File: src/rtl/rv32ima_pkg.sv
// Shared types for the rv32ima memory path: word width, RAM handshake
// states and the RAM arbiter's state/owner encodings.
package rv32ima_pkg;

  localparam int BIT_WIDTH = 32;

  typedef logic [BIT_WIDTH-1:0] word_t;

  typedef enum logic [1:0] {
    RAM_FREE,
    RAM_ADDR,
    RAM_DATA,
    RAM_ERROR
  } ram_state_t;

  typedef enum logic [1:0] {
    ARB_IDLE,
    ARB_IBUSY,
    ARB_DBUSY,
    ARB_ERROR
  } arb_state_t;

  typedef enum logic {
    OWN_I,
    OWN_D
  } arb_owner_t;

  localparam logic [1:0] WIDTH_BYTE = 2'b00;
  localparam logic [1:0] WIDTH_HALF = 2'b01;
  localparam logic [1:0] WIDTH_WORD = 2'b10;

  function automatic logic arb_busy(arb_state_t s);
    return (s == ARB_IBUSY) || (s == ARB_DBUSY);
  endfunction

endpackage

File: src/rtl/ram_arb_pick.sv
// Winner select between fetch (I) and data (D) requesters.
// Ports: ireq_i, dreq_i, last_owner_i in; win_o out (valid when any req).
// Macro RAM_ARB_RR_EN: alternate on collisions instead of D-over-I.
module ram_arb_pick
  import rv32ima_pkg::*;
(
  input  logic       ireq_i,
  input  logic       dreq_i,
  input  arb_owner_t last_owner_i,
  output arb_owner_t win_o
);

`ifdef RAM_ARB_RR_EN
  always_comb begin
    win_o = OWN_D;
    if (ireq_i && dreq_i) begin
      win_o = (last_owner_i == OWN_D) ? OWN_I : OWN_D;
    end else if (ireq_i) begin
      win_o = OWN_I;
    end
  end
`else
  logic unused_owner;

  assign unused_owner = last_owner_i;
  assign win_o = (dreq_i || !ireq_i) ? OWN_D : OWN_I;
`endif

endmodule

File: src/rtl/ram_arbiter.sv
// Shares one RAM port between fetch (I) and data (D); latches the winner.
// Ports: I/D request+addr in, load/valid/wait out; ram_* to RAM; arb_err.
// Macro RAM_ARB_RR_EN: round-robin on simultaneous requests.
module ram_arbiter
  import rv32ima_pkg::*;
(
  input  logic       ram_clk,
  input  logic       nrst,
  input  logic       iren,
  input  word_t      iaddr,
  output word_t      iload,
  output logic       ivalid,
  output logic       iwait,
  input  logic       dren,
  input  logic       dwen,
  input  word_t      daddr,
  input  logic [1:0] dwidth,
  input  word_t      dstore,
  output word_t      dload,
  output logic       dvalid,
  output logic       dwait,
  output word_t      ram_addr,
  output logic       ram_ren,
  output logic       ram_wen,
  output logic [1:0] ram_width,
  output word_t      ram_store,
  input  word_t      ram_load,
  input  ram_state_t ram_state,
  output logic       arb_err
);

  arb_state_t state_q, state_d;
  arb_owner_t last_q, last_d;
  word_t      addr_q, addr_d;
  word_t      store_q, store_d;
  logic [1:0] width_q, width_d;
  logic       ren_q, ren_d;
  logic       wen_q, wen_d;

  logic       ireq, dreq, busy;
  arb_owner_t win;

  assign ireq = iren;
  assign dreq = dren || dwen;

  ram_arb_pick u_pick (
    .ireq_i       (ireq),
    .dreq_i       (dreq),
    .last_owner_i (last_q),
    .win_o        (win)
  );

  always_ff @(posedge ram_clk or negedge nrst) begin
    if (!nrst) begin
      state_q <= ARB_IDLE;
      last_q  <= OWN_I;
      addr_q  <= '0;
      store_q <= '0;
      width_q <= '0;
      ren_q   <= 1'b0;
      wen_q   <= 1'b0;
    end else begin
      state_q <= state_d;
      last_q  <= last_d;
      addr_q  <= addr_d;
      store_q <= store_d;
      width_q <= width_d;
      ren_q   <= ren_d;
      wen_q   <= wen_d;
    end
  end

  always_comb begin
    state_d = state_q;
    last_d  = last_q;
    addr_d  = addr_q;
    store_d = store_q;
    width_d = width_q;
    ren_d   = ren_q;
    wen_d   = wen_q;
    if (ram_state == RAM_ERROR) begin
      state_d = ARB_ERROR;
    end else begin
      case (state_q)
        ARB_IDLE: begin
          if (ireq || dreq) begin
            last_d = win;
            if (win == OWN_D) begin
              state_d = ARB_DBUSY;
              addr_d  = daddr;
              store_d = dstore;
              width_d = dwidth;
              ren_d   = dren;
              wen_d   = dwen;
            end else begin
              state_d = ARB_IBUSY;
              addr_d  = iaddr;
              store_d = '0;
              width_d = WIDTH_WORD;
              ren_d   = 1'b1;
              wen_d   = 1'b0;
            end
          end
        end
        ARB_IBUSY, ARB_DBUSY: begin
          if (ram_state == RAM_DATA) state_d = ARB_IDLE;
        end
        default: state_d = ARB_ERROR;
      endcase
    end
  end

  // Strobes are not gated by the requests: an abandoned access still
  // completes and reports to its owner.
  assign busy      = arb_busy(state_q);
  assign ram_ren   = busy && ren_q;
  assign ram_wen   = busy && wen_q;
  assign ram_addr  = addr_q;
  assign ram_width = width_q;
  assign ram_store = store_q;

  assign ivalid  = (state_q == ARB_IBUSY) && (ram_state == RAM_DATA);
  assign dvalid  = (state_q == ARB_DBUSY) && (ram_state == RAM_DATA);
  assign iwait   = iren && !ivalid;
  assign dwait   = dreq && !dvalid;
  assign iload   = ram_load;
  assign dload   = ram_load;
  assign arb_err = (state_q == ARB_ERROR);

endmodule
File: config.mk
export PLATFORM = sky130hd
export DESIGN_NAME = ram_arbiter
export DESIGN_NICKNAME = d
export VERILOG_FILES = /design/src/rtl/rv32ima_pkg.sv /design/src/rtl/ram_arb_pick.sv /design/src/rtl/ram_arbiter.sv
export SDC_FILE = /design/constraint.sdc
export NUM_CORES = 1
export LEC_CHECK = 0
export CAP_MARGIN = 15
export CORE_UTILIZATION = 25
export CTS_BUF_LIST = sky130_fd_sc_hd__clkbuf_16
export DETAILED_ROUTE_END_ITERATION = 12
export PLACE_DENSITY_LB_ADDON = 0.25
export RECOVER_POWER = 100
export SYNTH_ARGS = -nofsm -noshare
export SYNTH_HDL_FRONTEND = slang
export SYNTH_SLANG_ARGS = --single-unit
File: constraint.sdc
create_clock -name ram_clk -period 4.45 [get_ports ram_clk]
set_input_delay 0.445 -clock ram_clk [delete_from_list [all_inputs] [get_ports ram_clk]]
set_output_delay 0.445 -clock ram_clk [all_outputs]
set_load 0.02 [all_outputs]
==> reports/results.ini, run 1 <==
[global_routing]
grt_max_degree=71
grt_pass1_wl_mm=12.6
grt_antenna_before_repair=0
track_usage=0.112
grt.overflow.total=0
grt_pass1_vias=2520

[synthesis]
ys_seq_area_frac=0.483
synth_nets=419
ys_ff_latch=70
synth_largest_area_cell=dfrtp_1
synthTopCellsByArea=dfrtp_1, buf_4, mux2_2
synth_area_um2=3630
syn_area_per_cell_um2=13.0
synth.distinct_cells=24
yosys_warnings=0
syn_inst=278
yosys.area.top_type_share=0.483

[pwr]
clockPowerShare=0.500
pwr-share-comb=0.087
p_leak_nw=2.62
irDropWorstVdd_mv=0.182
p_sw_frac=0.207
p_switching_mw=0.319
powerDensity_nw_per_um2=287
p_seq_frac=0.413
internal_power_mw=1.22
fin_total_pwr_mw=1.54

[sta]
setup_viol_count_final=0
period_minus_slack_ns=3.24
fin_skew_ns=0.00664
fin_hold_ws_ns=0.494
finalWorstSetupSlack_ns=1.21
fin_crit_sh=0.727
rsz0062_at_grt=no
drv_slew=113
hold_viol=0
tns_ns=0
worst_slew_pin_slew_ns=1.98
max_freq_ghz=0.309
relSlewSlack=-0.317

[route]
drt_first_pass_iters=5
vias=2490
wl_mm=8.54
avgViaCountPerCell=4.30
drt_iter0_markers=56
ant_nets=0
wl_per_cell_um=14.8
drc=0

[critical_path]
crit_path_end_kind=register
timing.rr.end=ram_store[10]
cp-startpoint=dwen
critical_path_class=in -> reg
cp_data_required_time_ns=4.72
worst-path-max-fanout=41
critPathArrivalTime_ns=3.51
ff2ff_setup_slack_ns=1.39
start_kind=input pin
reg2reg_from=state_q[0]
endpoint=ram_store[10]
reg2reg_depth=6

[floorplanning]
placementRows=43
io_pins=274
die_area_um2=15000
die_w_um=122
die_y_um=122
start_util=0.258
core_area_um2=14000

[clock_network]
cts_tree=done
h-tree-depth=3
cts_buffer_depth=2
cts_buffers=9
cts.repair.resized=0
cts_setup_buffers=0
insertion_delay_ns=0.33
ctsHoldBuffers=0
clock-sinks=70
clk_pin_slew_ns=0.06
root_buffer=clkbuf_16

[final_layout]
diodes=0
utilization=0.383
nNetsFinal=535
drive_gt1_frac=0.150
layout_common_cells=clkdlybuf4s50_1, dlygate4sd3_1, dfrtp_1
final_common_cell=clkdlybuf4s50_1
area_growth_pct=48.2

[job]
drv_cap=2

[run_status]
status=finished, violations left
violations=max-capacitance violations, max-slew violations

[placed_design]
gp_congestion=0.695
dp_worst_setup_slack_ns=1.73
dp_hpwl_mm=6.32
io_buffers=177

[min_path]
min_path_type=reg -> reg

## worst min-delay path by stage
| stage | from | endpoint | depth (start not counted) | slack (ns) |
|---|---|---|---|---|
| finish | ram_addr[29] | ram_addr[29] | 1 | 0.49 |
| CTS | nrst | ram_addr[31] | 1 | 0.26 |
| global route | ram_addr[10] | ram_addr[10] | 1 | 0.51 |
| floorplan | nrst | ram_addr[0] | 0 | 0.15 |
| global placement | ram_addr[22] | ram_addr[22] | 1 | 0.49 |
| detailed placement | wen_q | wen_q | 1 | 0.49 |
## synth_stat cells (all sizes together)
library cell,instances
a22oi,1
o21bai,1
and2,2
a22o,33
nor2,2
buf,79
inv,5
and3b,2
mux2,67
nor3b,1
or2b,1
nand2b,1
nor3,1
ha,4
dfrtp,70
o2bb2ai,1
mux2i,1
nor2b,3
a21oi,2
a21boi,1
## final cells by class
| cell class | count | area (µm²) |
|---|---|---|
| Fill cell | 1343 | 8670 |
| Timing Repair Buffer | 184 | 1820 |
| Sequential cell | 70 | 1750 |
| Multi-Input combinational cell | 124 | 1240 |
| Clock buffer | 9 | 225 |
| Tap cell | 180 | 225 |
| Clock inverter | 7 | 98.8 |
| Inverter | 5 | 18.8 |
## metrics by stage
| stage | instance area (µm²) | instances |
|---|---|---|
| CTS | 5400 | 579 |
| global route | 5380 | 579 |
| finish | 5380 | 579 |
| global placement | 5060 | 562 |
| floorplan | 3630 | 278 |
| detailed placement | 5070 | 563 |
## flip-flops by register name, indices dropped and copies added, names as in the netlist
signal	count
ram_addr	32
ram_store	32
ram_width	2
state_q	2
ren_q	1
wen_q	1
## worst max-delay path, cell delays in order
cell and delay [ns]:
dlygate4sd3_1 0.62, nor3_1 0.24, nand2b_1 1.49, clkbuf_1 0.47
a22o_1 0.24
## routing by layer
metal | global-route usage | up-vias | share of wire
met5 | 0 | - | 0
met4 | 0.0686 | 0 | 0.026
met3 | 0.0409 | 21 | 0.12
met2 | 0.180 | 165 | 0.46
met1 | 0.125 | 1161 | 0.39
li1 | - | 1143 | -
## power by group through the flow
stage	registers, mW	logic (mW)	clock network [mW]
2_1_floorplan	0.648	0.110	0
6_report	0.637	0.134	0.772
3_3_place_gp	0.648	0.137	0
3_5_place_dp	0.648	0.138	0
4_1_cts	0.637	0.139	0.796
5_1_grt	0.636	0.146	0.824
## cells by family (layout without fill, tap and decap cells)
group	count (synthesis)	after routing	share of synthesized area
fa+ha+maj	4	4	0.0138
buf+inv	84	205	0.175
flops	70	70	0.483
simple gates	13	13	0.0259
compound gates	39	39	0.0911
mux	68	68	0.212
No activity file was read; power rests on OpenSTA's default activity.
==> run 2, diff against run 1 <==
==> constraint.sdc (replaced) <==
create_clock -name ram_clk -period 2.8 [get_ports ram_clk]
set_input_delay 0.28 -clock ram_clk [delete_from_list [all_inputs] [get_ports ram_clk]]
set_output_delay 0.28 -clock ram_clk [all_outputs]
set_load 0.02 [all_outputs]
==> run 2 against run 1 <==
  * Clock-buffer cell count unchanged
  * Cell count down 0.69%
  * Highest routed layer unchanged
  * First-iteration DRC count up 3.6%
  * Total power up 42%
  * Combinational power up 59%
  * Sequential power up 59%
  * The run still ends with max-capacitance violations, max-slew violations left
  * Cell area down 1.7%
  * Die area unchanged
==> reports/results.ini, run 2 (synthesis results as in run 1) <==
[run_status]
status=finished, violations left
violations=max-capacitance violations, max-slew violations

[global_routing]
track_usage=0.116  ; +0.00423
grt_antenna_before_repair=0  ; unchanged
grt_pass1_wl_mm=13.1  ; +3.8%
grt_max_degree=71  ; unchanged
grt.overflow.total=0  ; unchanged
grt_pass1_vias=2623  ; +4.1%

[min_path]
min_path_type=in -> async

[final_layout]
multi_input_area_um2=1240  ; +0.20%
fin_area_um2=5290  ; -1.7%
seq_area_um2=1750  ; unchanged
nNetsFinal=533  ; -0.37%
diodes=0  ; unchanged
instances_no_fill=575  ; -0.69%
fill_cells=1364  ; +1.6%
area_growth_pct=45.7
final_common_cell=clkdlybuf4s50_1
drive_gt1_frac=0.144  ; -0.00607
layout_common_cells=clkdlybuf4s50_1, dlygate4sd3_1, dfrtp_1

[route]
drt_first_pass_iters=2  ; -3
ant_nets=0  ; unchanged
vias=2464  ; -1.0%
avgViaCountPerCell=4.29  ; -0.36%
drc=0  ; unchanged
drt_iter0_markers=58  ; +3.6%
wl_mm=8.65  ; +1.2%
wl_per_cell_um=15.0  ; +1.9%

[floorplanning]
die_w_um=122  ; unchanged
die_area_um2=15000  ; unchanged
core_area_um2=14000  ; unchanged
die_y_um=122  ; unchanged
placementRows=43  ; unchanged
start_util=0.258  ; unchanged
io_pins=274  ; unchanged

[placed_design]
gp_congestion=0.717  ; +3.1%
dpl-instance-area_um2=5060  ; -0.20%
dpl.cell_count=561  ; -0.36%
dp_hpwl_mm=6.31  ; about the same
io_buffers=177  ; unchanged

[clock_network]
cts_setup_buffers=0  ; unchanged
clk_pin_slew_ns=0.05  ; about the same
h-tree-depth=3  ; unchanged
cts_tree=done
cts_buffers=9  ; unchanged
clock-sinks=70  ; unchanged
ctsHoldBuffers=0  ; unchanged
cts_buffer_depth=2  ; unchanged
cts.repair.resized=0  ; unchanged
insertion_delay_ns=0.33  ; about the same
root_buffer=clkbuf_16

[critical_path]
crit_chain=inv_1 > ha_1 > and2_1 > dlygate4sd3_1
slowest_delay_ns=0.67  ; -0.82 ns
crit_path_end_kind=primary output
critPathArrivalTime_ns=1.95  ; -1.56 ns
start_kind=register
reg2reg_from=state_q[0]
critical_path_class=reg -> out
slowest_stage=dlygate4sd3_1
crit_buf_inv=2  ; unchanged
path_delay_family=buffers and inverters
worst-path-max-fanout=4  ; -90%
cp-startpoint=state_q[0]
cp_data_required_time_ns=2.52  ; -2.20 ns

[job]
drv_cap=1  ; -1

[sta]
hold_viol=0  ; unchanged
setup_viol_count_final=0  ; unchanged
drv_slew=71  ; -37%
fin_crit_sh=0.795
max_freq_ghz=0.449
rsz0062_at_grt=no
tns_ns=0  ; unchanged
fin_skew_ns=0.00355  ; -0.00309 ns
relSlewSlack=-0.179  ; +0.139
worst_slew_pin_slew_ns=1.77  ; -0.208 ns
period_minus_slack_ns=2.23

[pwr]
irDropWorstVdd_mv=0.318  ; +75%
powerDensity_nw_per_um2=415  ; +45%
p_leak_nw=2.59  ; -1.1%

run 2: layout make-up:
| type | instances | area share |
|---|---|---|
| Tap cell | 180 | 0.0426 |
| Clock buffer | 9 | 0.0426 |
| Clock inverter | 5 | 0.00402 |
| Multi-Input combinational cell | 124 | 0.235 |
| Sequential cell | 70 | 0.331 |
| Timing Repair Buffer | 182 | 0.340 |
| Inverter | 5 | 0.00355 |
run 2: path summary, 6_finish.rpt:
kind	to	slack, ns	cells after the start
worst max-delay path	ram_ren	0.57	4
worst min-delay path	ram_addr[31]	0.41	1
worst max register to register	ram_addr[3]	0.59	6
worst min register to register	ram_addr[0]	0.49	1
max in group asynchronous	ram_addr[27]	1.32	1
min in group ram_clk	ram_width[1]	0.49	3
run 2: where the power goes:
part / internal, mW / leakage, nW / switching, mW
sequential: 1.01 / 0.963 / 0
clock: 0.575 / 0.131 / 0.391
combinational: 0.152 / 1.50 / 0.0611
run 2: metal layers:
layer | wire length [µm] | vias to the layer above | GRT usage
met5 | 0 | - | 0
met4 | 123 | 0 | 0.0434
met3 | 1040 | 14 | 0.0590
met2 | 4030 | 165 | 0.193
met1 | 3450 | 1147 | 0.125
li1 | - | 1138 | -
run 2: worst register-to-register path: stages (launching register included):
cell and delay (ns):
dfrtp_1 0.37, inv_1 0.09, ha_1 0.25, a21boi_0 0.18, nand2b_2 0.11, buf_2 0.65, mux2_2 0.45
run 2: through the flow:
stage                     setup WS (ns)  hold WS [ns]  utilization  total power, mW
after global routing              0.354         0.517        0.376             2.30
after floorplan                    1.13       -0.0156            -             1.21
after CTS                         0.609         0.112        0.378             2.25
final                             0.573         0.414        0.376             2.19
after global placement            0.669         0.468        0.361             1.25
after detailed placement          0.641         0.476        0.361             1.25
